File: config.mk
export PLATFORM = sky130hd
export DESIGN_NAME = microcode_sequencer
export DESIGN_NICKNAME = d
export VERILOG_FILES = /design/src/rtl/microcode_sequencer.sv
export SDC_FILE = /design/constraint.sdc
export NUM_CORES = 1
export LEC_CHECK = 0
export CORE_MARGIN = 1.5
export CORE_UTILIZATION = 24
export CTS_CLUSTER_DIAMETER = 40
export DETAILED_ROUTE_END_ITERATION = 7
export GPL_TIMING_DRIVEN = 0
export PLACE_DENSITY = 0.78
export SKIP_CTS_REPAIR_TIMING = 1
export SYNTH_ARGS = -nofsm -noshare
export SYNTH_HDL_FRONTEND = slang
export SYNTH_SLANG_ARGS = --single-unit
File: constraint.sdc
create_clock -name clk -period 1.6 [get_ports clk]
set_input_delay 0.24 -clock clk [delete_from_list [all_inputs] [get_ports clk]]
set_output_delay 0.24 -clock clk [all_outputs]
set_load 0.005 [all_outputs]
File: src/rtl/microcode_sequencer.sv
// ============================================================================
// microcode_sequencer : T-state counter, hard-wired fetch words and ROM addressing
// Revision 1.0
// ============================================================================
`timescale 1ns/1ps
`default_nettype none

module microcode_sequencer #(
  parameter int          NSTEPS = 8,
  parameter int          OPW    = 8,
  parameter logic [15:0] FETCH0 = 16'h8020,
  parameter logic [15:0] FETCH1 = 16'hB440,
  localparam int         TW     = $clog2(NSTEPS)
) (
  input  logic              clk,
  input  logic              reset_bar,
  input  logic [OPW-1:0]    opcode,
  input  logic              RT,
  input  logic              hold,
  input  logic [15:0]       rom_data,
  output logic [OPW+TW-1:0] rom_addr,
  output logic [15:0]       uinstr,
  output logic [TW-1:0]     T,
  output logic              fetch,
  output logic              instr_start
);

  localparam logic [TW-1:0] T_LAST = TW'(NSTEPS - 1);

  // hold has priority over both RT and the natural wrap
  always_ff @(posedge clk or negedge reset_bar) begin
    if (!reset_bar) begin
      T           <= '0;
      instr_start <= 1'b0;
    end else if (hold) begin
      instr_start <= 1'b0;
    end else if (RT || (T == T_LAST)) begin
      T           <= '0;
      instr_start <= 1'b1;
    end else begin
      T           <= T + TW'(1);
      instr_start <= 1'b0;
    end
  end

  always_comb begin
    uinstr = rom_data;
    if (T == TW'(0))
      uinstr = FETCH0;
    else if (T == TW'(1))
      uinstr = FETCH1;
  end

  assign fetch    = (T < TW'(2));
  assign rom_addr = {opcode, T};

endmodule

`default_nettype wire

==> results.cfg <==
[place]
io_buffer_count = 51
gp_congestion = 0.5657
dp_hpwl_um = 1252
placement.setup.worst_slack_ns = -0.3623

[global_routing]
initial_antenna_violation_count = 0
grt_pass1_wl_um = 1987
track_usage_pct = 12.89
aggregate_global_routing_overflow = 0
largest_net_degree_at_the_start_of_global_routing = 11
vias_in_the_first_global_route = 474

[layout]
core_utilization_of_the_finished_layout_pct = 64.04
layout_commonest_cell = sky130_fd_sc_hd__clkdlybuf4s50_1
fin_nets = 150
n_fill_cell = 153
ant_diodes = 0
layout-area-overhead-vs-synth_pct = 147.4
mostFrequentLayoutCells = 33 x sky130_fd_sc_hd__clkdlybuf4s50_1, 16 x sky130_fd_sc_hd__buf_4, 11 x sky130_fd_sc_hd__buf_6
drive_above_1_share_pct = 53.45

[status]
violations_in_the_final_reports = negative setup slack
run_status = finished, violations left

[clock_network]
cts_buffers = 3
clockBufferDepth = 2
root_buffer = sky130_fd_sc_hd__clkbuf_4
cts-htree-levels = 1
clkTransAtPathRegs_ns = 0.04
cts.sinks = 4
tritoncts_clock_tree = done
clock_insertion_delay_worst_skew_ns = 0.23

[timing]
finalHoldViolations = 0
timing_max_transition_violations_final = 0
final.min_clock_period_ns = 1.805
worst_rel_slew_slack_pct = 82.53
post_layout_worst_setup_margin_ns = -0.2049
timing_worst_slew_pin_value_ns = 0.2597
final.hold.worst_slack_ns = 0.2015
setup_viol = 15
rsz0062_at_grt = yes
period_share_pct = 112.8
max_clock_freq_mhz = 554.0
fin_worst_skew_ns = 0.004687

[detailed_routing]
drt_drc_violations_left = 0
antenna_violating_nets_post_route = 0
dr_total_vias = 589
vias_per_cell = 4.177
wl_per_cell_um = 12.48
drtIter0Drc = 4
wirelength_um = 1760
detailedRoute.firstPassIterationCount = 4

[floorplanning]
die_area_um2 = 2173
floorplan.die.height_um = 46.62
floorplan.rows = 15
die_w_um = 46.62
total_i_o_pin_count = 60
core_region_area_um2 = 1764
starting_density_of_the_core_pct = 25.89

[pwr]
cell_internal_pwr_mw = 0.5449
net-switching-power_mw = 0.2375
p_total_mw = 0.7823
p_comb_share_pct = 67.6
worst_ir_drop_vdd_uv = 260.7
sw_frac_of_total_pct = 30.35
power-per-cell-area_nw_per_um2 = 692.4
power.leakage_nw = 0.5572
p_clk_share_pct = 15.6
seq_power_share_pct = 16.8

[worst_setup_path]
critical_path_startpoint_category = flop
cp_cell_sequence = buf_6 -> ha_4 -> o21bai_4 -> buf_6 -> buf_6 -> and2_4 -> buf_6
crit_top_cell = sky130_fd_sc_hd__buf_6
crit_path_end_kind = output port
critical-path-slowest-cell = sky130_fd_sc_hd__dfrtp_2
setup_slack_of_the_worst_register_to_register_path_ns = 0.12
critical_path_class = reg -> out
r2r_cells = 5
crit-reg2reg-launch = T[1]
delay_of_the_slowest_cell_on_the_worst_path_ns = 0.44
worst_ep_required_time_ns = 1.36
crit_arrival_ns = 1.56
largest_fanout_of_any_net_on_the_critical_path = 6
path_buf_inv = 4
worst_r2r_endpoint = T[2]
setup.worst_path.start = T[0]
timing.critical_path.max_delay_family = buffers and inverters

[logic_synthesis]
synth_sequential_area_ratio_pct = 21.92
netlist-cell-type-count = 18
avg_cell_area_syn_um2 = 8.457
synthesized_netlist_cell_count = 54
ys_seq_elements = 4
synth_area_um2 = 456.7
yosys_warnings = 0
synthesis.nets = 86

[min_path]
min-delay-path-class = in -> async

[run]
max_capacitance_violation_count = 0
## worst max path at each step
stage | to | slack [ns] | depth (start not counted)
after floorplan | uinstr[5] | 0.24 | 4
after global placement | uinstr[8] | -0.31 | 6
after detailed placement | uinstr[14] | -0.36 | 6
after CTS | uinstr[14] | -0.60 | 6
after global routing | uinstr[2] | -0.26 | 7
final | uinstr[8] | -0.20 | 7
## sequential cells by signal (all words and copies together), names as in the netlist
| name | count |
|---|---|
| T | 3 |
| instr_start | 1 |
## power by group through the flow
stage | clock network [mW] | logic, mW | registers, mW
after floorplan | 0 | 0.173 | 0.127
after global placement | 0 | 0.428 | 0.130
after detailed placement | 0 | 0.437 | 0.131
after CTS | 0.124 | 0.438 | 0.130
after global routing | 0.136 | 0.566 | 0.133
final | 0.122 | 0.529 | 0.131
## worst register-to-register path, cell delays in order, from the launching register on
cell and delay [ns]:
sky130_fd_sc_hd__dfrtp_2 0.43, sky130_fd_sc_hd__buf_4 0.15, sky130_fd_sc_hd__ha_1 0.17, sky130_fd_sc_hd__ha_1 0.26
sky130_fd_sc_hd__nor2b_1 0.13, sky130_fd_sc_hd__a22o_2 0.22
## routing by layer
layer	wire length, µm	global-route usage [%]	vias up
met4	17	5.000	0
met5	0	0	-
met2	915	23.89	48
li1	-	-	284
met1	582	13.58	253
met3	245	3.529	4
## logic make-up after synthesis
| kind of cell | after synthesis | share of synthesized area [%] |
|---|---|---|
| AO/OA/AOI/OAI | 9 | 16.17 |
| AND/OR/NAND/NOR | 19 | 25.48 |
| flip-flops | 4 | 21.92 |
| buffers and inverters | 18 | 25.48 |
| adder cells (fa/ha/maj) | 4 | 10.96 |
## synth_stat cells
master / count / area (µm²)
sky130_fd_sc_hd__inv_1: 6 / 22.52
sky130_fd_sc_hd__and2b_2: 1 / 8.760
sky130_fd_sc_hd__ha_1: 4 / 50.05
sky130_fd_sc_hd__a22o_2: 1 / 10.01
sky130_fd_sc_hd__nor2b_1: 2 / 12.51
sky130_fd_sc_hd__and2_1: 10 / 62.56
sky130_fd_sc_hd__a22o_1: 1 / 8.760
sky130_fd_sc_hd__a21oi_1: 4 / 20.02
sky130_fd_sc_hd__nand2b_1: 1 / 6.260
sky130_fd_sc_hd__o21bai_4: 1 / 18.77
sky130_fd_sc_hd__nor2_1: 3 / 11.26
sky130_fd_sc_hd__buf_6: 1 / 11.26
sky130_fd_sc_hd__dfrtp_1: 4 / 100.1
sky130_fd_sc_hd__nand2b_2: 1 / 8.760
sky130_fd_sc_hd__a21o_2: 1 / 8.760
sky130_fd_sc_hd__buf_4: 11 / 82.58
sky130_fd_sc_hd__nor4_1: 1 / 6.260
sky130_fd_sc_hd__a21o_1: 1 / 7.510
## area by class of cell
type                    count  area [µm²]  share of cell area [%]
repair buffers             59       550.5                   48.73
multi-input cells          32       302.8                   26.80
flip-flops and latches      4       103.9                   9.192
plain buffers              12       93.84                   8.306
well taps                  25       31.28                   2.769
inverters                   6       25.02                   2.215
clock buffers               3       22.52                   1.993
## per-stage QoR
stage | TNS [ns] | cells | instance area (µm²)
after detailed placement | -4.861 | 130 | 998.5
after global placement | -4.169 | 130 | 998.5
after floorplan | 0 | 54 | 456.7
after global routing | -2.448 | 141 | 1130
final | -1.524 | 141 | 1130
after CTS | -8.733 | 133 | 1021
(Power assumes the default switching activity.)
